### src/rtl/spatz_ipu_sequencer.sv
// IPU issue sequencer: streams operand words through a registered issue stage into the IPU
// and queues the results for VRF writeback. Optional stall counter: SPATZ_IPU_SEQ_PERF_EN.

package rvv_pkg;
    typedef enum logic [1:0] {
        EW_8  = 2'd0,
        EW_16 = 2'd1,
        EW_32 = 2'd2,
        EW_64 = 2'd3
    } vew_e;

    typedef enum logic [2:0] {
        VADD = 3'd0,
        VSUB = 3'd1,
        VADC = 3'd2,
        VSBC = 3'd3,
        VAND = 3'd4,
        VOR  = 3'd5,
        VXOR = 3'd6,
        VMUL = 3'd7
    } op_e;
endpackage

module spatz_ipu_res_fifo #(
    parameter int unsigned Width = 8,
    parameter int unsigned Depth = 2
) (
    input  logic             clk_i,
    input  logic             rst_ni,
    input  logic             push_i,
    input  logic [Width-1:0] data_i,
    input  logic             pop_i,
    output logic [Width-1:0] data_o,
    output logic             empty_o,
    output logic             full_o
);
    localparam int unsigned PW = $clog2(Depth);

    logic [Width-1:0] mem_q [Depth];
    logic [PW:0]      wr_ptr_q, rd_ptr_q;

    assign empty_o = (wr_ptr_q == rd_ptr_q);
    assign full_o  = (wr_ptr_q[PW] != rd_ptr_q[PW]) &&
                     (wr_ptr_q[PW-1:0] == rd_ptr_q[PW-1:0]);
    assign data_o  = mem_q[rd_ptr_q[PW-1:0]];

    always_ff @(posedge clk_i or negedge rst_ni) begin
        if (!rst_ni) begin
            wr_ptr_q <= '0;
            rd_ptr_q <= '0;
        end else begin
            if (push_i) wr_ptr_q <= wr_ptr_q + 1'b1;
            if (pop_i)  rd_ptr_q <= rd_ptr_q + 1'b1;
        end
    end

    // Storage needs no reset: entries are only observed once a push has written them.
    always_ff @(posedge clk_i) begin
        if (push_i) mem_q[wr_ptr_q[PW-1:0]] <= data_i;
    end
endmodule

module spatz_ipu_sequencer
    import rvv_pkg::*;
#(
    parameter int unsigned ELEN         = 32,
    parameter int unsigned VlWidth      = 16,
    parameter int unsigned ResFifoDepth = 2,
    localparam int unsigned ELENB       = ELEN / 8
) (
    input  logic               clk_i,
    input  logic               rst_ni,
    input  logic               req_valid_i,
    output logic               req_ready_o,
    input  op_e                req_op_i,
    input  vew_e               req_sew_i,
    input  logic [VlWidth-1:0] req_vl_i,
    input  logic               opnd_valid_i,
    output logic               opnd_ready_o,
    input  logic [ELEN-1:0]    opnd_s1_i,
    input  logic [ELEN-1:0]    opnd_s2_i,
    input  logic [ELEN-1:0]    opnd_d_i,
    input  logic [ELENB-1:0]   opnd_carry_i,
    output op_e                ipu_operation_o,
    output vew_e               ipu_sew_o,
    output logic [ELEN-1:0]    ipu_op_s1_o,
    output logic [ELEN-1:0]    ipu_op_s2_o,
    output logic [ELEN-1:0]    ipu_op_d_o,
    output logic [ELENB-1:0]   ipu_carry_o,
    input  logic [ELEN-1:0]    ipu_result_i,
    input  logic [ELENB-1:0]   ipu_be_i,
    output logic               res_valid_o,
    input  logic               res_ready_i,
    output logic [ELEN-1:0]    res_o,
    output logic [ELENB-1:0]   res_be_o,
    output logic               res_last_o,
`ifdef SPATZ_IPU_SEQ_PERF_EN
    output logic [31:0]        stall_cnt_o,
`endif
    output logic               busy_o
);
    localparam int unsigned BW = $clog2(ELENB);
    localparam int unsigned CW = VlWidth + 3;
    localparam int unsigned FW = ELEN + ELENB + 1;

    typedef enum logic [1:0] {IDLE, ISSUE, DRAIN} state_e;

    typedef struct packed {
        logic [ELEN-1:0]  res;
        logic [ELENB-1:0] be;
        logic             last;
    } res_entry_t;

    state_e state_q, state_d;

    op_e             op_q;
    vew_e            sew_q;
    logic [BW-1:0]   rem_q;
    logic [CW-1:0]   cnt_q;

    logic            req_fire, opnd_fire, opnd_last, issue_fire, res_pop;
    logic [CW-1:0]   req_bytes, req_words;
    logic [ELENB-1:0] tail_mask;

    logic             iss_vld_q, iss_last_q;
    logic [ELEN-1:0]  iss_s1_q, iss_s2_q, iss_d_q;
    logic [ELENB-1:0] iss_carry_q, iss_mask_q;

    res_entry_t       push_entry, head_entry;
    logic [FW-1:0]    head_raw;
    logic             fifo_empty, fifo_full;

    // Total bytes of the request, then rounded up to whole ELEN words.
    assign req_bytes = CW'(req_vl_i) << req_sew_i;
    assign req_words = (req_bytes + CW'(ELENB - 1)) >> BW;

    assign req_fire   = req_valid_i && req_ready_o;
    assign opnd_fire  = opnd_valid_i && opnd_ready_o;
    assign opnd_last  = (cnt_q == CW'(1));
    assign issue_fire = iss_vld_q && !fifo_full;
    assign res_pop    = res_valid_o && res_ready_i;

    always_comb begin
        state_d      = state_q;
        req_ready_o  = 1'b0;
        opnd_ready_o = 1'b0;
        unique case (state_q)
            IDLE: begin
                // Held low while reset is asserted so every output reads 0 in reset.
                req_ready_o = rst_ni;
                if (req_fire && (req_vl_i != '0)) state_d = ISSUE;
            end
            ISSUE: begin
                opnd_ready_o = !iss_vld_q || issue_fire;
                if (opnd_fire && opnd_last) state_d = DRAIN;
            end
            DRAIN: begin
                if (!iss_vld_q && res_pop && res_last_o) state_d = IDLE;
            end
            default: state_d = IDLE;
        endcase
    end

    always_ff @(posedge clk_i or negedge rst_ni) begin
        if (!rst_ni) state_q <= IDLE;
        else         state_q <= state_d;
    end

    always_ff @(posedge clk_i or negedge rst_ni) begin
        if (!rst_ni) begin
            op_q  <= VADD;
            sew_q <= EW_8;
            rem_q <= '0;
            cnt_q <= '0;
        end else if (req_fire) begin
            op_q  <= req_op_i;
            sew_q <= req_sew_i;
            rem_q <= req_bytes[BW-1:0];
            cnt_q <= req_words;
        end else if (opnd_fire) begin
            cnt_q <= cnt_q - CW'(1);
        end
    end

    // Only the final word is trimmed; a zero remainder means the last word is full.
    for (genvar b = 0; b < ELENB; b++) begin : g_tail
        assign tail_mask[b] = !opnd_last || (rem_q == '0) || (BW'(b) < rem_q);
    end

    always_ff @(posedge clk_i or negedge rst_ni) begin
        if (!rst_ni) begin
            iss_vld_q   <= 1'b0;
            iss_last_q  <= 1'b0;
            iss_s1_q    <= '0;
            iss_s2_q    <= '0;
            iss_d_q     <= '0;
            iss_carry_q <= '0;
            iss_mask_q  <= '0;
        end else if (opnd_fire) begin
            iss_vld_q   <= 1'b1;
            iss_last_q  <= opnd_last;
            iss_s1_q    <= opnd_s1_i;
            iss_s2_q    <= opnd_s2_i;
            iss_d_q     <= opnd_d_i;
            iss_carry_q <= opnd_carry_i;
            iss_mask_q  <= tail_mask;
        end else if (issue_fire) begin
            iss_vld_q   <= 1'b0;
        end
    end

    assign ipu_operation_o = op_q;
    assign ipu_sew_o       = sew_q;
    assign ipu_op_s1_o     = iss_vld_q ? iss_s1_q    : '0;
    assign ipu_op_s2_o     = iss_vld_q ? iss_s2_q    : '0;
    assign ipu_op_d_o      = iss_vld_q ? iss_d_q     : '0;
    assign ipu_carry_o     = iss_vld_q ? iss_carry_q : '0;

    assign push_entry.res  = ipu_result_i;
    assign push_entry.be   = ipu_be_i & iss_mask_q;
    assign push_entry.last = iss_last_q;

    spatz_ipu_res_fifo #(
        .Width (FW),
        .Depth (ResFifoDepth)
    ) i_res_fifo (
        .clk_i   (clk_i),
        .rst_ni  (rst_ni),
        .push_i  (issue_fire),
        .data_i  (push_entry),
        .pop_i   (res_pop),
        .data_o  (head_raw),
        .empty_o (fifo_empty),
        .full_o  (fifo_full)
    );

    assign head_entry  = res_entry_t'(head_raw);
    assign res_valid_o = !fifo_empty;
    assign res_o       = fifo_empty ? '0 : head_entry.res;
    assign res_be_o    = fifo_empty ? '0 : head_entry.be;
    assign res_last_o  = !fifo_empty && head_entry.last;
    assign busy_o      = (state_q != IDLE);

`ifdef SPATZ_IPU_SEQ_PERF_EN
    logic [31:0] stall_cnt_q;

    always_ff @(posedge clk_i or negedge rst_ni) begin
        if (!rst_ni)                                   stall_cnt_q <= '0;
        else if (req_fire)                             stall_cnt_q <= '0;
        else if (iss_vld_q && fifo_full && !(&stall_cnt_q)) stall_cnt_q <= stall_cnt_q + 32'd1;
    end

    assign stall_cnt_o = stall_cnt_q;
`endif
endmodule
### config.mk
export PLATFORM = sky130hd
export DESIGN_NAME = spatz_ipu_sequencer
export DESIGN_NICKNAME = d
export VERILOG_FILES = /design/src/rtl/spatz_ipu_sequencer.sv
export SDC_FILE = /design/constraint.sdc
export NUM_CORES = 1
export LEC_CHECK = 0
export ABC_CLOCK_PERIOD_IN_PS = 4720
export CORE_ASPECT_RATIO = 0.8
export CORE_MARGIN = 4
export CORE_UTILIZATION = 47
export CTS_CLUSTER_DIAMETER = 120
export CTS_CLUSTER_SIZE = 25
export DETAILED_ROUTE_END_ITERATION = 6
export PLACE_DENSITY = 0.81
export SETUP_SLACK_MARGIN = 0.05
export SLEW_MARGIN = 25
export SYNTH_ARGS = -nofsm -noshare
export SYNTH_HDL_FRONTEND = slang
export SYNTH_SLANG_ARGS = --single-unit
### constraint.sdc
create_clock -name clk_i -period 4.72 [get_ports clk_i]
set_input_delay 0.472 -clock clk_i [delete_from_list [all_inputs] [get_ports clk_i]]
set_output_delay 0.472 -clock clk_i [all_outputs]
set_load 0.005 [all_outputs]
==> impl_metrics.py <==
metrics = {
    "sta": {
        "finalCritPeriodShare": 0.666,
        "report.final.slew_viol_count": 0,
        "fin_skew_ps": 18.1,
        "fmax_mhz": 318,
        "rsz0062_at_grt": "no",
        "setup_violations": 0,
        "tightest_slew_ps": 961,
        "period_minus_slack_ps": 3150,
        "hold_violations": 0,
        "tns_ps": 0,
        "slew_headroom": 0.359,
        "layout_setup_ws_ps": 1570,
    },
    "global_routing": {
        "grt_pass1_wl_mm": 40.1,
        "first_global_vias": 7575,
        "antenna_found_initial": 1,
        "overflow": 0,
        "grt_max_degree": 102,
        "grt_util_all_layers": 0.212,
    },
    "placed_design": {
        "dp_cells": 1539,
        "dpl_cell_area_um2": 13200,
        "place_congestion": 0.846,
        "dp_hpwl_mm": 18.8,
        "place_ws_ps": 1090,
        "portBuffers": 307,
    },
    "cts": {
        "cts_buffer_depth": 3,
        "cts_tree": "built",
        "ctsResizeCount": 0,
        "clkTransAtPathRegs_ps": 100,
        "root_buffer": "clkbuf_16",
        "cts_buffers": 12,
        "cts-htree-levels": 1,
        "ctsHoldBuffers": 1,
        "clock_latency_ps": 470,
        "cts.sinks": 212,
        "postCtsSetupBuffers": 0,
    },
    "power": {
        "pwr-share-clk": 0.155,
        "p_leak_nw": 5.84,
        "p_per_area_nw_per_um2": 527,
        "p_comb_frac": 0.436,
        "intPower_mw": 4.70,
        "p_sw_frac": 0.344,
        "p_sw_mw": 2.47,
        "ir_worst_vdd_mv": 0.370,
        "power_frac_seq": 0.409,
    },
    "die": {
        "fp.dieW_um": 170,
        "initial_utilization": 0.478,
        "ioPinCount": 308,
        "rows": 47,
        "core_um2": 20700,
        "die_h_um": 138,
        "die_area_um2": 23400,
    },
    "logic_synthesis": {
        "syn_inst": 1006,
        "synthTopCellsByCount": "342 x nand2_1, 138 x dfrtp_1, 107 x and2_1",
        "synth_seq_cells": 212,
        "syn_nets": 1170,
        "synth_area_leaders": "dfrtp_1 35%, edfxtp_1 22%, nand2_1 13%",
        "synth.largest_area_cell": "dfrtp_1",
        "yosys.area.top_type_share": 0.349,
        "yosys_warnings": 0,
        "async_flop_share": 0.651,
        "synth_cell_type_count": 59,
        "seq_area_frac_synth": 0.574,
        "avgSynthCellArea_um2": 9.83,
        "synthFlopType": "dfrtp_1",
        "synth_edf_count": 74,
        "synth_most_common_cell": "nand2_1",
        "synth_area_um2": 9890,
    },
    "routing": {
        "via_per_inst": 5.08,
        "ant_nets": 0,
        "wl_per_cell_um": 17.0,
        "vias": 7921,
        "first_pass_iters": 5,
        "drtIter0Drc": 605,
        "routed_wl_mm": 26.5,
        "remaining_drc_errors": 0,
    },
    "setup_path": {
        "worst_ep_required_time_ps": 4250,
        "cp-end-kind": "output port",
        "crit_type": "flip-flop to output port",
        "r2r_setup_slack_ps": 2000,
        "crit_arrival_ps": 2670,
        "r2r_end": "iss_s1_q[3]",
        "worstReg2RegStart": "i_res_fifo.wr_ptr_q[1]",
        "cp_max_fo": 38,
        "cp-start-kind": "flip-flop",
        "reg2regPathDepth": 6,
    },
    "layout": {
        "finalInstanceArea_um2": 13600,
        "diodes": 0,
        "drive_gt1_frac": 0.0388,
        "syn2layout_area_growth_pct": 37.4,
        "fin_cells": 1558,
        "fin_nets": 1449,
    },
    "outcome": {
        "status": "finished clean",
    },
    "flow_run": {
        "cap_violations": 0,
    },
    "min_path": {
        "hold_class": "input pin to async pin",
    },
}
[cells in the final DEF, fill, tap and decap left out, drive strengths merged, types with 6 or more instances in the layout]
| master | instances |
|---|---|
| nor3 | 13 |
| xor2 | 15 |
| and2 | 107 |
| nor2 | 64 |
| clkbuf | 17 |
| o21ai | 20 |
| buf | 13 |
| nand2 | 342 |
| nor4 | 12 |
| edfxtp | 74 |
| mux2i | 48 |
| a21oi | 12 |
| a31oi | 6 |
| inv | 15 |
| xnor2 | 17 |
| dfrtp | 138 |
| clkdlybuf4s50 | 306 |
[worst max-delay path, cell delays in order (launching register included)]
cell             delay [ps]
dfrtp_1                 430
xor2_1                  610
nor2_2                   60
buf_4                   290
nor2_1                  240
clkdlybuf4s50_1         570
[power by group through the flow]
stage / Sequential, mW / Combinational [mW] / Clock, mW
after floorplan: 2.88 / 1.58 / 0
after global placement: 2.93 / 3.09 / 0
after detailed placement: 2.97 / 3.16 / 0
after CTS: 2.93 / 3.18 / 1.16
after global routing: 3.01 / 3.45 / 1.22
final: 2.93 / 3.13 / 1.11
[kinds of logic after synthesis]
family	share of synthesized area
xor gates and xnor gates	0.0283
AOI/OAI and AO/OA	0.0450
buffers and inverters	0.0286
and+or+nand+nor	0.258
muxes	0.0634
DFF	0.574
adders and majority gates	0.00253
[state kept, by name, summed over array words and instances, names as in the netlist]
signal / flops
iss_mask_q: 4
iss_last_q: 1
i_res_fifo.mem_q: 74
state_q: 2
iss_s2_q: 32
rem_q: 2
cnt_q: 19
i_res_fifo.rd_ptr_q: 2
iss_carry_q: 4
iss_s1_q: 32
iss_d_q: 32
ipu_sew_o: 2
iss_vld_q: 1
ipu_operation_o: 3
i_res_fifo.wr_ptr_q: 2
[per-stage QoR]
step | total power [mW] | hold WS (ps) | utilization
2_1_floorplan | 4.46 | 176 | -
3_3_place_gp | 6.02 | 368 | 0.638
5_1_grt | 7.69 | 438 | 0.656
3_5_place_dp | 6.12 | 367 | 0.638
4_1_cts | 7.27 | 425 | 0.656
6_report | 7.16 | 436 | 0.656
[area by class of cell]
class / count / area [um^2]
Clock buffer: 17 / 340
Sequential cell: 212 / 5680
Clock inverter: 1 / 16.3
Timing Repair Buffer: 320 / 3190
Inverter: 14 / 52.6
Fill cell: 1646 / 7120
Multi-Input combinational cell: 725 / 3970
Tap cell: 269 / 337
[worst max-delay path by stage]
stage / startpoint / endpoint / slack (ps) / cells after the start
5_1_grt: req_sew_i[0] / cnt_q[7] / 1280 / 7
6_report: i_res_fifo.wr_ptr_q[1] / res_last_o / 1570 / 5
2_1_floorplan: i_res_fifo.wr_ptr_q[1] / i_res_fifo.mem_q[1][0] / 680 / 2
4_1_cts: i_res_fifo.wr_ptr_q[1] / res_last_o / 1540 / 5
3_5_place_dp: req_sew_i[0] / cnt_q[8] / 1090 / 7
3_3_place_gp: req_sew_i[0] / cnt_q[8] / 1230 / 7
[layer usage]
layer / global-route usage / share of wire
met2: 0.346 / 0.48
met4: 0.0537 / 0.028
met1: 0.294 / 0.43
met3: 0.0407 / 0.069
met5: 0 / 0.00026
No activity file was read; power rests on OpenSTA's default activity.
